===== src/rtl/sound_glu_pkg.sv =====
// Shared types, register map and saturation helper for the IIgs sound GLU.
package sound_glu_pkg;

    typedef enum logic [1:0] {
        ST_IDLE   = 2'd0,
        ST_MEM_WR = 2'd1,
        ST_MEM_RD = 2'd2,
        ST_DOC_RD = 2'd3
    } glu_state_e;

    localparam logic [1:0] REG_CTRL   = 2'd0;
    localparam logic [1:0] REG_DATA   = 2'd1;
    localparam logic [1:0] REG_PTR_LO = 2'd2;
    localparam logic [1:0] REG_PTR_HI = 2'd3;

    localparam int CTRL_BUSY    = 7;
    localparam int CTRL_RAM     = 6;
    localparam int CTRL_AUTOINC = 5;
    localparam int CTRL_VOL_HI  = 3;
    localparam int CTRL_VOL_LO  = 0;

    localparam logic [6:0] CTRL_RESET = 7'h0F;

    function automatic logic signed [15:0] sat16(input logic signed [20:0] v);
        logic signed [15:0] r;
        if (v > 21'sd32767) begin
            r = 16'sh7FFF;
        end else if (v < -21'sd32768) begin
            r = 16'sh8000;
        end else begin
            r = v[15:0];
        end
        return r;
    endfunction

endpackage


===== src/rtl/glu_volume_scaler.sv =====
// Per-channel master-volume scaling: sat16((sample * (vol+1)) >>> 4), one-cycle latency.
module glu_volume_scaler
    import sound_glu_pkg::*;
#(
    parameter int CHANNELS = 2
) (
    input  logic                    clk_i,
    input  logic                    reset_i,
    input  logic [3:0]              vol_i,
    input  logic [16*CHANNELS-1:0]  audio_i,
    output logic [16*CHANNELS-1:0]  audio_o
);

    logic signed [20:0]        gain_s;
    logic [16*CHANNELS-1:0]    scaled_s;

    assign gain_s = $signed({17'd0, vol_i}) + 21'sd1;

    for (genvar c = 0; c < CHANNELS; c++) begin : g_ch
        logic signed [20:0] sample_s;
        logic signed [20:0] prod_s;
        logic signed [20:0] shifted_s;

        assign sample_s  = 21'($signed(audio_i[16*c +: 16]));
        assign prod_s    = sample_s * gain_s;
        assign shifted_s = prod_s >>> 4;
        assign scaled_s[16*c +: 16] = sat16(shifted_s);
    end

    // Output register for the scaled samples.
    always_ff @(posedge clk_i) begin
        if (reset_i) begin
            audio_o <= '0;
        end else begin
            audio_o <= scaled_s;
        end
    end

endmodule


===== src/rtl/sound_glu_dma.sv =====
// Second-generation GLU: register decode, one-behind RAM/DOC data port, overrun flag, volume.
module sound_glu_dma
    import sound_glu_pkg::*;
#(
    parameter int                    ADDR_W     = 16,
    parameter int                    WORD_BYTES = 4,
    parameter int                    MEM_ADDR_W = 21,
    parameter logic [MEM_ADDR_W-1:0] MEM_BASE   = 21'h1_0000,
    parameter int                    CHANNELS   = 2
) (
    input  logic                     clk_i,
    input  logic                     reset_i,
    input  logic                     sel_i,
    input  logic [1:0]               reg_i,
    input  logic                     we_i,
    input  logic                     strobe_i,
    input  logic [7:0]               data_i,
    output logic [7:0]               data_o,
    output logic                     doc_cs_n_o,
    output logic                     doc_we_n_o,
    output logic [7:0]               doc_addr_o,
    output logic [7:0]               doc_data_o,
    input  logic [7:0]               doc_data_i,
    output logic                     mem_rd_o,
    output logic                     mem_wr_o,
    output logic [MEM_ADDR_W-1:0]    mem_addr_o,
    output logic [WORD_BYTES-1:0]    mem_byte_en_o,
    output logic [8*WORD_BYTES-1:0]  mem_data_o,
    input  logic [8*WORD_BYTES-1:0]  mem_q_i,
    input  logic                     mem_ready_i,
    input  logic [16*CHANNELS-1:0]   audio_i,
    output logic [16*CHANNELS-1:0]   audio_o,
    output logic                     overrun_o
);

    localparam int LANE_W = (WORD_BYTES > 1) ? $clog2(WORD_BYTES) : 1;
    localparam int SHIFT  = $clog2(WORD_BYTES);
    localparam int PW     = (ADDR_W > 16) ? ADDR_W : 16;

    glu_state_e              state_r;
    logic [6:0]              ctrl_r;
    logic [7:0]              data_r;
    logic [ADDR_W-1:0]       ptr_r;
    logic [MEM_ADDR_W-1:0]   mem_addr_r;
    logic [LANE_W-1:0]       lane_r;
    logic [WORD_BYTES-1:0]   byte_en_r;
    logic                    mem_rd_r;
    logic                    mem_wr_r;
    logic                    doc_cs_n_r;
    logic                    doc_we_n_r;
    logic [7:0]              doc_addr_r;
    logic [7:0]              doc_data_r;
    logic                    doc_phase_r;
    logic                    overrun_r;

    logic                    busy_s;
    logic                    bus_wr_s;
    logic                    data_acc_s;
    logic                    accept_s;
    logic [15:0]             ptr_view_s;
    logic [PW-1:0]           ptr_wide_s;
    logic [ADDR_W-1:0]       ptr_next_s;
    logic [LANE_W-1:0]       lane_now_s;
    logic [MEM_ADDR_W-1:0]   word_now_s;
    logic [7:0]              q_byte_s;

    assign busy_s     = (state_r != ST_IDLE);
    assign bus_wr_s   = sel_i & strobe_i & we_i;
    assign data_acc_s = sel_i & strobe_i & (reg_i == REG_DATA);
    assign accept_s   = data_acc_s & ~busy_s;
    assign ptr_view_s = 16'(ptr_r);
    assign lane_now_s = LANE_W'(ptr_r % ADDR_W'(WORD_BYTES));
    assign word_now_s = MEM_BASE + MEM_ADDR_W'(ptr_r >> SHIFT);

    // Next pointer: bus byte writes take priority, else post-increment on accepted data access.
    always_comb begin
        ptr_wide_s = PW'(ptr_r);
        if (bus_wr_s && (reg_i == REG_PTR_LO)) begin
            ptr_wide_s[7:0] = data_i;
        end else if (bus_wr_s && (reg_i == REG_PTR_HI)) begin
            ptr_wide_s[15:8] = data_i;
        end else if (accept_s && ctrl_r[CTRL_AUTOINC]) begin
            ptr_wide_s = PW'(ptr_r + ADDR_W'(1));
        end else begin
            ptr_wide_s = PW'(ptr_r);
        end
        ptr_next_s = ADDR_W'(ptr_wide_s);
    end

    // Select the addressed byte lane of the returned memory word.
    always_comb begin
        q_byte_s = 8'h00;
        for (int l = 0; l < WORD_BYTES; l++) begin
            if (lane_r == LANE_W'(l)) begin
                q_byte_s = mem_q_i[8*l +: 8];
            end else begin
                q_byte_s = q_byte_s;
            end
        end
    end

    // Register read mux; the data register always returns the previously fetched byte.
    always_comb begin
        case (reg_i)
            REG_CTRL:   data_o = {busy_s, ctrl_r};
            REG_DATA:   data_o = data_r;
            REG_PTR_LO: data_o = ptr_view_s[7:0];
            REG_PTR_HI: data_o = ptr_view_s[15:8];
            default:    data_o = 8'h00;
        endcase
    end

    // Register file and transfer FSM with registered bus/memory strobes.
    always_ff @(posedge clk_i) begin
        if (reset_i) begin
            state_r     <= ST_IDLE;
            ctrl_r      <= CTRL_RESET;
            data_r      <= 8'h00;
            ptr_r       <= '0;
            mem_addr_r  <= '0;
            lane_r      <= '0;
            byte_en_r   <= '0;
            mem_rd_r    <= 1'b0;
            mem_wr_r    <= 1'b0;
            doc_cs_n_r  <= 1'b1;
            doc_we_n_r  <= 1'b1;
            doc_addr_r  <= 8'h00;
            doc_data_r  <= 8'h00;
            doc_phase_r <= 1'b0;
            overrun_r   <= 1'b0;
        end else begin
            doc_cs_n_r <= 1'b1;
            doc_we_n_r <= 1'b1;
            ptr_r      <= ptr_next_s;

            if (bus_wr_s && (reg_i == REG_CTRL)) begin
                ctrl_r    <= data_i[6:0];
                overrun_r <= 1'b0;
            end else if (data_acc_s && busy_s) begin
                overrun_r <= 1'b1;
            end

            case (state_r)
                ST_IDLE: begin
                    if (accept_s) begin
                        mem_addr_r <= word_now_s;
                        lane_r     <= lane_now_s;
                        byte_en_r  <= WORD_BYTES'(1) << lane_now_s;
                        doc_addr_r <= ptr_view_s[7:0];
                        if (we_i) begin
                            data_r     <= data_i;
                            doc_data_r <= data_i;
                            if (ctrl_r[CTRL_RAM]) begin
                                mem_wr_r <= 1'b1;
                                state_r  <= ST_MEM_WR;
                            end else begin
                                doc_cs_n_r <= 1'b0;
                                doc_we_n_r <= 1'b0;
                            end
                        end else if (ctrl_r[CTRL_RAM]) begin
                            mem_rd_r <= 1'b1;
                            state_r  <= ST_MEM_RD;
                        end else begin
                            doc_cs_n_r  <= 1'b0;
                            doc_phase_r <= 1'b0;
                            state_r     <= ST_DOC_RD;
                        end
                    end
                end
                ST_MEM_WR: begin
                    if (mem_ready_i) begin
                        mem_wr_r <= 1'b0;
                        state_r  <= ST_IDLE;
                    end
                end
                ST_MEM_RD: begin
                    if (mem_ready_i) begin
                        mem_rd_r <= 1'b0;
                        data_r   <= q_byte_s;
                        state_r  <= ST_IDLE;
                    end
                end
                ST_DOC_RD: begin
                    // DOC data is valid the cycle after the chip-select pulse.
                    if (doc_phase_r) begin
                        data_r  <= doc_data_i;
                        state_r <= ST_IDLE;
                    end else begin
                        doc_phase_r <= 1'b1;
                    end
                end
                default: begin
                    state_r <= ST_IDLE;
                end
            endcase
        end
    end

    assign doc_cs_n_o    = doc_cs_n_r;
    assign doc_we_n_o    = doc_we_n_r;
    assign doc_addr_o    = doc_addr_r;
    assign doc_data_o    = doc_data_r;
    assign mem_rd_o      = mem_rd_r;
    assign mem_wr_o      = mem_wr_r;
    assign mem_addr_o    = mem_addr_r;
    assign mem_byte_en_o = byte_en_r;
    assign mem_data_o    = {WORD_BYTES{data_r}};
    assign overrun_o     = overrun_r;

    glu_volume_scaler #(
        .CHANNELS (CHANNELS)
    ) u_scaler (
        .clk_i   (clk_i),
        .reset_i (reset_i),
        .vol_i   (ctrl_r[CTRL_VOL_HI:CTRL_VOL_LO]),
        .audio_i (audio_i),
        .audio_o (audio_o)
    );

endmodule


===== config.mk =====
export PLATFORM = sky130hd
export DESIGN_NAME = sound_glu_dma
export DESIGN_NICKNAME = d
export VERILOG_FILES = /design/src/rtl/sound_glu_pkg.sv /design/src/rtl/glu_volume_scaler.sv /design/src/rtl/sound_glu_dma.sv
export SDC_FILE = /design/constraint.sdc
export NUM_CORES = 1
export LEC_CHECK = 0
export BUFFER_PORTS_ARGS = -buffer_cell sky130_fd_sc_hd__buf_2
export CORE_ASPECT_RATIO = 0.6
export CORE_MARGIN = 5
export CORE_UTILIZATION = 57
export DETAILED_ROUTE_END_ITERATION = 6
export PLACE_DENSITY = 0.82
export SYNTH_ARGS = -nofsm -noshare
export SYNTH_HDL_FRONTEND = slang
export SYNTH_SLANG_ARGS = --single-unit

===== constraint.sdc =====
create_clock -name clk_i -period 11 [get_ports clk_i]
set_clock_uncertainty 0.2 [all_clocks]
set_input_delay 0.55 -clock clk_i [delete_from_list [all_inputs] [get_ports clk_i]]
set_output_delay 0.55 -clock clk_i [all_outputs]
set_load 0.02 [all_outputs]

=== Word-level counts from Yosys, hierarchy flattened ===
Index checks and enable logic that the tools add are counted.

* Bits in registers: 114
* Bits of input ports: 88
* Output and inout port bits: 118

* Add/sub/neg operators: 3
* Multiply operators: 2
* Magnitude comparators: 4
* Equal/unequal tests: 20
* Shift-type cells: 1
* Muxes and demuxes: 38
* Bitwise logic cells: 9
* Reductions and logical operators: 30

{| class="wikitable"
|+ Operators by type and width
! cell !! number
|-
| two-way mux 8 bit || 11
|-
| two-way mux 16 bit || 3
|-
| multiplier 16 x 6 -> 21 bit || 2
|-
| greater-than comparator 17 x 16 -> 1 bit (second input constant) || 2
|-
| < comparator 17 x 16 -> 1 bit (second input constant) || 2
|-
| case mux 8 bit (4 select lines) || 1
|-
| two-way mux 15 bit || 2
|-
| case mux 8 bit (3 select lines) || 1
|-
| adder 17 x 14 -> 18 bit (first input constant) || 1
|-
| != test 2 bit (second input constant) || 9
|-
| adder 16 x 1 -> 16 bit (second input constant) || 1
|-
| AND reduction 5 bit || 3
|-
| equality test 2 bit (second input constant) || 6
|-
| nonzero test 2 bit || 6
|-
| two-way mux 1 bit || 11
|-
| two-way mux 2 bit || 5
|-
| AND reduction 4 bit || 2
|-
| OR reduction 2 bit || 4
|-
| equality test 2 x 1 -> 1 bit (second input constant) || 3
|-
| zero test 2 bit || 3
|-
| case mux 1 bit (2 select lines) || 3
|-
| case mux 2 bit (3 select lines) || 1
|-
| AND reduction 2 bit || 3
|-
| adder 4 x 1 -> 5 bit (second input constant) || 1
|-
| 10 further kinds || 21
|}

=== Logic depth before layout (Yosys ltp) ===
* Depth in word-level cells: 7
* Gate-level depth with buffers: 19
* Mapped depth without buffers: 17

=== Hierarchy ===
A second synthesis with hierarchy kept.

* Cells, all modules: 1250
* Area total of the unflattened synthesis: 10637.7 um2

{| class="wikitable"
|+ By module, submodules not included
! module !! times used !! cells an instance !! area an instance (um2)
|-
| glu_volume_scaler || 1 || 821 || 6857.8
|-
| sound_glu_dma || 1 || 429 || 3779.9
|}

=== Worst setup path before layout ===
No wires, ideal clock.

* Path kind: register to register
* From: register ctrl_r[0]
* To: register u_scaler.audio_o[22]
* Library setup time: 0.138 ns
* Arrival time: 4.730 ns
* Path slack: 5.932 ns
* Cell stages (with the launch flop): 19
* Path buffers: 2
* Clock period less this slack: 5.068 ns
* Path through: dfxtp_1 -> ha_1 -> xor2_1 -> clkbuf_1 -> and2_1 -> fa_1 -> fa_1 -> inv_1 -> fa_1 -> inv_1 -> ha_1 -> a21o_1 -> a31o_1 -> and3_1 -> o311a_1 -> or3_4 -> a21oi_2 -> buf_6 -> o31ai_2

* Word-level cells in the longest chain between the ends: 5
* Elaborated cells on any way between the ends: 6
* Those cells by class: add/sub (1); mul (1); order compare (2); mux (2)

{| class="wikitable"
|+ Ends and longest elaborated chain
! what !! line !! RTL
|-
| start: declaration || sound_glu_dma.sv:41 || <nowiki>logic [6:0] ctrl_r;</nowiki>
|-
| start signal: assignment || sound_glu_dma.sv:137 || <nowiki>ctrl_r <= data_i[6:0];</nowiki>
|-
| adder 4 x 1 -> 5 bit * || glu_volume_scaler.sv:17 || <nowiki>assign gain_s = $signed({17'd0, vol_i}) + 21'sd1;</nowiki>
|-
| multiplier 16 x 6 -> 21 bit * || glu_volume_scaler.sv:25 || <nowiki>assign prod_s = sample_s * gain_s;</nowiki>
|-
| < comparator 17 x 16 -> 1 bit || sound_glu_pkg.sv:28 || <nowiki>end else if (v < -21'sd32768) begin</nowiki>
|-
| two-way mux 16 bit || sound_glu_pkg.sv:28 ||
|-
| two-way mux 15 bit * || sound_glu_pkg.sv:26 || <nowiki>if (v > 21'sd32767) begin</nowiki>
|-
| end signal: assignment || glu_volume_scaler.sv:35 || <nowiki>audio_o <= scaled_s;</nowiki>
|-
| end: declaration || glu_volume_scaler.sv:11 || <nowiki>output logic [16*CHANNELS-1:0] audio_o</nowiki>
|}

Mark *: on every way between the ends. The rest lies on a longest branch, timed or not.
A chain may end at the register's enable or synchronous reset.

=== Worst setup path after layout ===
* From: register ctrl_r[1]
* To: register u_scaler.audio_o[20]

The elaborated chain is that of the path after synthesis.

==> impl_results.html <==
<table>
<tr><th>Metric</th><th>Value</th></tr>
<tr><th colspan="2">Floorplanning</th></tr>
<tr><td>Vertical die dimension</td><td>114 um</td></tr>
<tr><td>IO Pins</td><td>206</td></tr>
<tr><td>Site row count</td><td>38</td></tr>
<tr><td>Floorplan die area</td><td>21,000 um^2</td></tr>
<tr><td>Placeable core region</td><td>17,900 um^2</td></tr>
<tr><td>Die X</td><td>184 um</td></tr>
<tr><td>Initial core utilization</td><td>57.7%</td></tr>
<tr><th colspan="2">Power</th></tr>
<tr><td>Relative contribution of combinational cells to total power</td><td>43.5%</td></tr>
<tr><td>Switching power share of the total</td><td>42.4%</td></tr>
<tr><td>Portion of total power attributed to the clock network</td><td>22.8%</td></tr>
<tr><td>Max rail drop VDD</td><td>0.0000860 V</td></tr>
<tr><td>Power per cell area</td><td>118 nW/um^2</td></tr>
<tr><td>Switching power</td><td>577 uW</td></tr>
<tr><td>Power share of the sequential group</td><td>33.7%</td></tr>
<tr><td>Power consumption</td><td>1360 uW</td></tr>
<tr><td>Internal power component</td><td>783 uW</td></tr>
<tr><td>Static power due to leakage</td><td>0.00558 uW</td></tr>
<tr><th colspan="2">Timing</th></tr>
<tr><td>Slew Limit Fails</td><td>0</td></tr>
<tr><td>Tmin final</td><td>5950 ps</td></tr>
<tr><td>Unrepaired setup endpoints after global routing</td><td>no</td></tr>
<tr><td>Number of failing hold endpoints at the final stage</td><td>0</td></tr>
<tr><td>Relative slew margins</td><td>27.1%</td></tr>
<tr><td>Final setup violation count</td><td>0</td></tr>
<tr><td>Transition time at the pin with the least slew margin</td><td>1090 ps</td></tr>
<tr><td>Highest achievable clock rate</td><td>0.168 GHz</td></tr>
<tr><td>Fraction of the cycle the final worst path needs</td><td>54.1%</td></tr>
<tr><td>Setup TNS</td><td>0 ps</td></tr>
<tr><th colspan="2">Global route</th></tr>
<tr><td>Antenna violations before repair</td><td>2</td></tr>
<tr><td>Wire length of the first global-routing pass</td><td>43,500 um</td></tr>
<tr><td>Pin count of the biggest net entering global routing</td><td>90</td></tr>
<tr><td>Via count of the first global-routing pass</td><td>8,505</td></tr>
<tr><td>Overall track demand over capacity in global routing</td><td>25.6%</td></tr>
<tr><td>Total congestion overflow</td><td>0</td></tr>
<tr><th colspan="2">Logic synthesis</th></tr>
<tr><td>Number of synthesized flops with an enable pin</td><td>0</td></tr>
<tr><td>Area share of the largest cell type after synthesis</td><td>19.4%</td></tr>
<tr><td>Sequential cell area fraction in the yosys report</td><td>19.4%</td></tr>
<tr><td>Largest cells by area after synthesis</td><td>dfxtp_1 19%, fa_1 19%, ha_1 9.7%</td></tr>
<tr><td>Leading area contributor after synthesis</td><td>dfxtp_1</td></tr>
<tr><td>Cells after Synth</td><td>1,196</td></tr>
<tr><td>Share of async-settable or async-resettable flops after synthesis</td><td>0%</td></tr>
<tr><td>Number of warnings issued by yosys</td><td>0</td></tr>
<tr><td>Most frequently used cell type in the post-synthesis netlist</td><td>inv_1</td></tr>
<tr><td>Synthesized area per cell</td><td>8.65 um^2</td></tr>
<tr><td>Combined area of all synthesized cells</td><td>10,300 um^2</td></tr>
<tr><td>Flop and latch count out of synthesis</td><td>100</td></tr>
<tr><td>Most used flip-flop cell after synthesis</td><td>dfxtp_1</td></tr>
<tr><td>Count of unique library cells instantiated by Yosys</td><td>70</td></tr>
<tr><td>Ranking of synthesized cells by instance count</td><td>186 x inv_1, 112 x nand2_1, 100 x dfxtp_1, 96 x fa_1, 81 x and2_1</td></tr>
<tr><th colspan="2">Routing</th></tr>
<tr><td>Vias</td><td>8,658</td></tr>
<tr><td>Per-cell via count in the routed design</td><td>5.49</td></tr>
<tr><td>Post-route DRC violation count</td><td>0</td></tr>
<tr><td>Detailed-router iteration count before antenna repair</td><td>5</td></tr>
<tr><td>Mean routed wirelength per cell</td><td>17.0 um</td></tr>
<tr><td>Total wire length after detailed routing</td><td>26,800 um</td></tr>
<tr><td>Antenna violation net count after detailed routing</td><td>0</td></tr>
<tr><td>Count of routing violations after the opening detailed-route iteration</td><td>765</td></tr>
<tr><th colspan="2">Worst setup path</th></tr>
<tr><td>Type of element launching the critical path</td><td>flop</td></tr>
<tr><td>Setup CP Type</td><td>flop to flop</td></tr>
<tr><td>Required time reported for the critical path endpoint</td><td>10,980 ps</td></tr>
<tr><td>Arrival time of the worst setup path</td><td>5930 ps</td></tr>
<tr><td>Critical path capture point type</td><td>flop</td></tr>
<tr><td>Cell at the slowest stage of the critical path</td><td>and3_1</td></tr>
<tr><td>Most used cell along the critical path</td><td>ha_1</td></tr>
<tr><td>CP cell instances</td><td>ha_1, and3_1, and2_1, ha_1, fa_1, inv_1, fa_1, inv_1, ha_1, a21o_1, a31o_1, and3_1, o311a_1, or3_4, a21oi_2, o41ai_1</td></tr>
<tr><td>Peak fanout along the critical path</td><td>32</td></tr>
<tr><td>Crit path largest cell delay</td><td>880 ps</td></tr>
<tr><th colspan="2">Placement</th></tr>
<tr><td>Placed Area</td><td>11,200 um^2</td></tr>
<tr><td>Number of input and output port buffers inserted</td><td>199</td></tr>
<tr><td>HPWL Detailed</td><td>21,900 um</td></tr>
<tr><td>Global placer's final weighted congestion</td><td>0.904</td></tr>
<tr><th colspan="2">Clock tree</th></tr>
<tr><td>Buffers inserted by post-CTS timing repair</td><td>0</td></tr>
<tr><td>CTS tree</td><td>built</td></tr>
<tr><td>Root buffer cell</td><td>clkbuf_16</td></tr>
<tr><td>Hold-fix buffers at CTS</td><td>0</td></tr>
<tr><td>H-tree levels</td><td>3</td></tr>
<tr><td>Clock insertion delay at the later pin of the skew report</td><td>350 ps</td></tr>
<tr><td>Clock Sink Count</td><td>100</td></tr>
<tr><td>Count of cells resized by post-cts repair</td><td>0</td></tr>
<tr><td>CTS clock-pin slew for the worst setup and hold paths</td><td>70 ps</td></tr>
<tr><td>Cts bufs inserted</td><td>9</td></tr>
<tr><td>Clock buffer depth</td><td>2</td></tr>
<tr><th colspan="2">Layout</th></tr>
<tr><td>Fill cell instance count of the final layout</td><td>1,571</td></tr>
<tr><td>Cell area after layout</td><td>11,500 um^2</td></tr>
<tr><td>Post-layout net count</td><td>1,594</td></tr>
<tr><td>Share of cells above drive strength 1</td><td>20.0%</td></tr>
<tr><td>Relative area change from synthesis to final layout</td><td>11.5%</td></tr>
<tr><th colspan="2">Run</th></tr>
<tr><td>Total of max-cap violations</td><td>0</td></tr>
<tr><th colspan="2">Outcome</th></tr>
<tr><td>Result of the run</td><td>finished clean</td></tr>
<tr><th colspan="2">Min path</th></tr>
<tr><td>Worst min path class</td><td>input port to flop</td></tr>
</table>
## cell type report
cell class,count,area (um^2),area share (%)
clock buffer,9,225,1.95
tap,240,300,2.60
timing repair buffer,204,1030,8.96
sequential,100,2000,17.4
multi-input combinational,829,7210,62.5
inverter,186,698,6.05
antenna,2,5.00,0.0434
clock inverter,7,67.6,0.586
## state kept, by name (all words and copies together) (netlist names)
name / count
ptr_r: 16
doc_cs_n_o: 1
doc_we_n_o: 1
u_scaler.audio_o: 32
ctrl_r: 7
doc_data_o: 8
mem_byte_en_o: 4
doc_addr_o: 6
state_r: 2
data_r: 8
doc_phase_r: 1
mem_addr_o: 10
mem_rd_o: 1
mem_wr_o: 1
overrun_o: 1
lane_r: 1
## per-stage QoR
step | cells | hold slack [ps] | utilization [%] | setup WS (ps)
floorplan | 1201 | 254 | - | 5930
global placement | 1559 | 241 | 62.7 | 5280
detailed placement | 1559 | 246 | 62.7 | 5010
CTS | 1575 | 230 | 64.3 | 5060
global route | 1577 | 242 | 64.4 | 4640
finish | 1577 | 250 | 64.4 | 5050
## cells in the final DEF, fill, tap and decap left out, types with 5 or more instances in the layout
master,n
a211oi_1,11
a21o_1,14
a21oi_1,62
a22oi_1,8
a311oi_1,8
a31oi_1,13
and2_1,81
and3_1,11
buf_2,199
buf_4,5
clkbuf_16,9
conb_1,6
dfxtp_1,100
fa_1,96
ha_1,80
inv_1,186
mux2i_1,8
mux4_2,16
nand2_1,112
nand2b_1,12
nand3_1,19
nand4_1,7
nor2_1,39
nor2b_1,59
nor3_1,5
o21ai_0,32
o31ai_1,16
o31ai_2,10
o41ai_1,5
or3_1,9
xnor2_1,25
xor2_1,15
## kinds of logic (layout without fill, tap and decap cells)
kind of cell,after synthesis,count (layout),synth area share [%]
AOI/OAI and AO/OA,206,206,13.9
xor gates and xnor gates,42,42,3.56
adders and majority gates,176,176,28.3
buffers and inverters,272,406,11.3
DFF,100,100,19.4
muxes,24,24,4.26
other,1,8,0.0362
and+or+nand+nor,375,375,19.3
## worst max-delay path, delay by kind of cell, from the launching register on
family / cells / cell delay [ps]
compound gates: 5 / 1590
fa+ha+maj: 5 / 1880
flops: 1 / 370
buf+inv: 2 / 90
simple gates: 4 / 1680
## power groups by stage
stage                     Sequential [uW]  Clock, uW  Combinational [uW]
after global routing                  462        333                 653
after floorplan                       500          0                 406
final                                 458        310                 592
after global placement                464          0                 576
after detailed placement              463          0                 590
after CTS                             455        317                 592
## metal layers
layer	GRT usage, %	vias to the layer above	wire length [um]
met2	36.9	375	11300
li1	-	4142	-
met1	40.0	4118	12600
met4	4.53	0	327
met3	5.21	23	2560
met5	0	-	0
## worst paths after layout
path	slack (ps)	from	depth (start not counted)	endpoint
min reg2reg	250	mem_addr_o[13]	2	mem_addr_o[13]
max	5050	ctrl_r[1]	16	u_scaler.audio_o[20]
min	250	mem_ready_i	2	mem_wr_o
max reg2reg	5050	ctrl_r[1]	16	u_scaler.audio_o[20]
No activity file was read; power rests on OpenSTA's default activity.
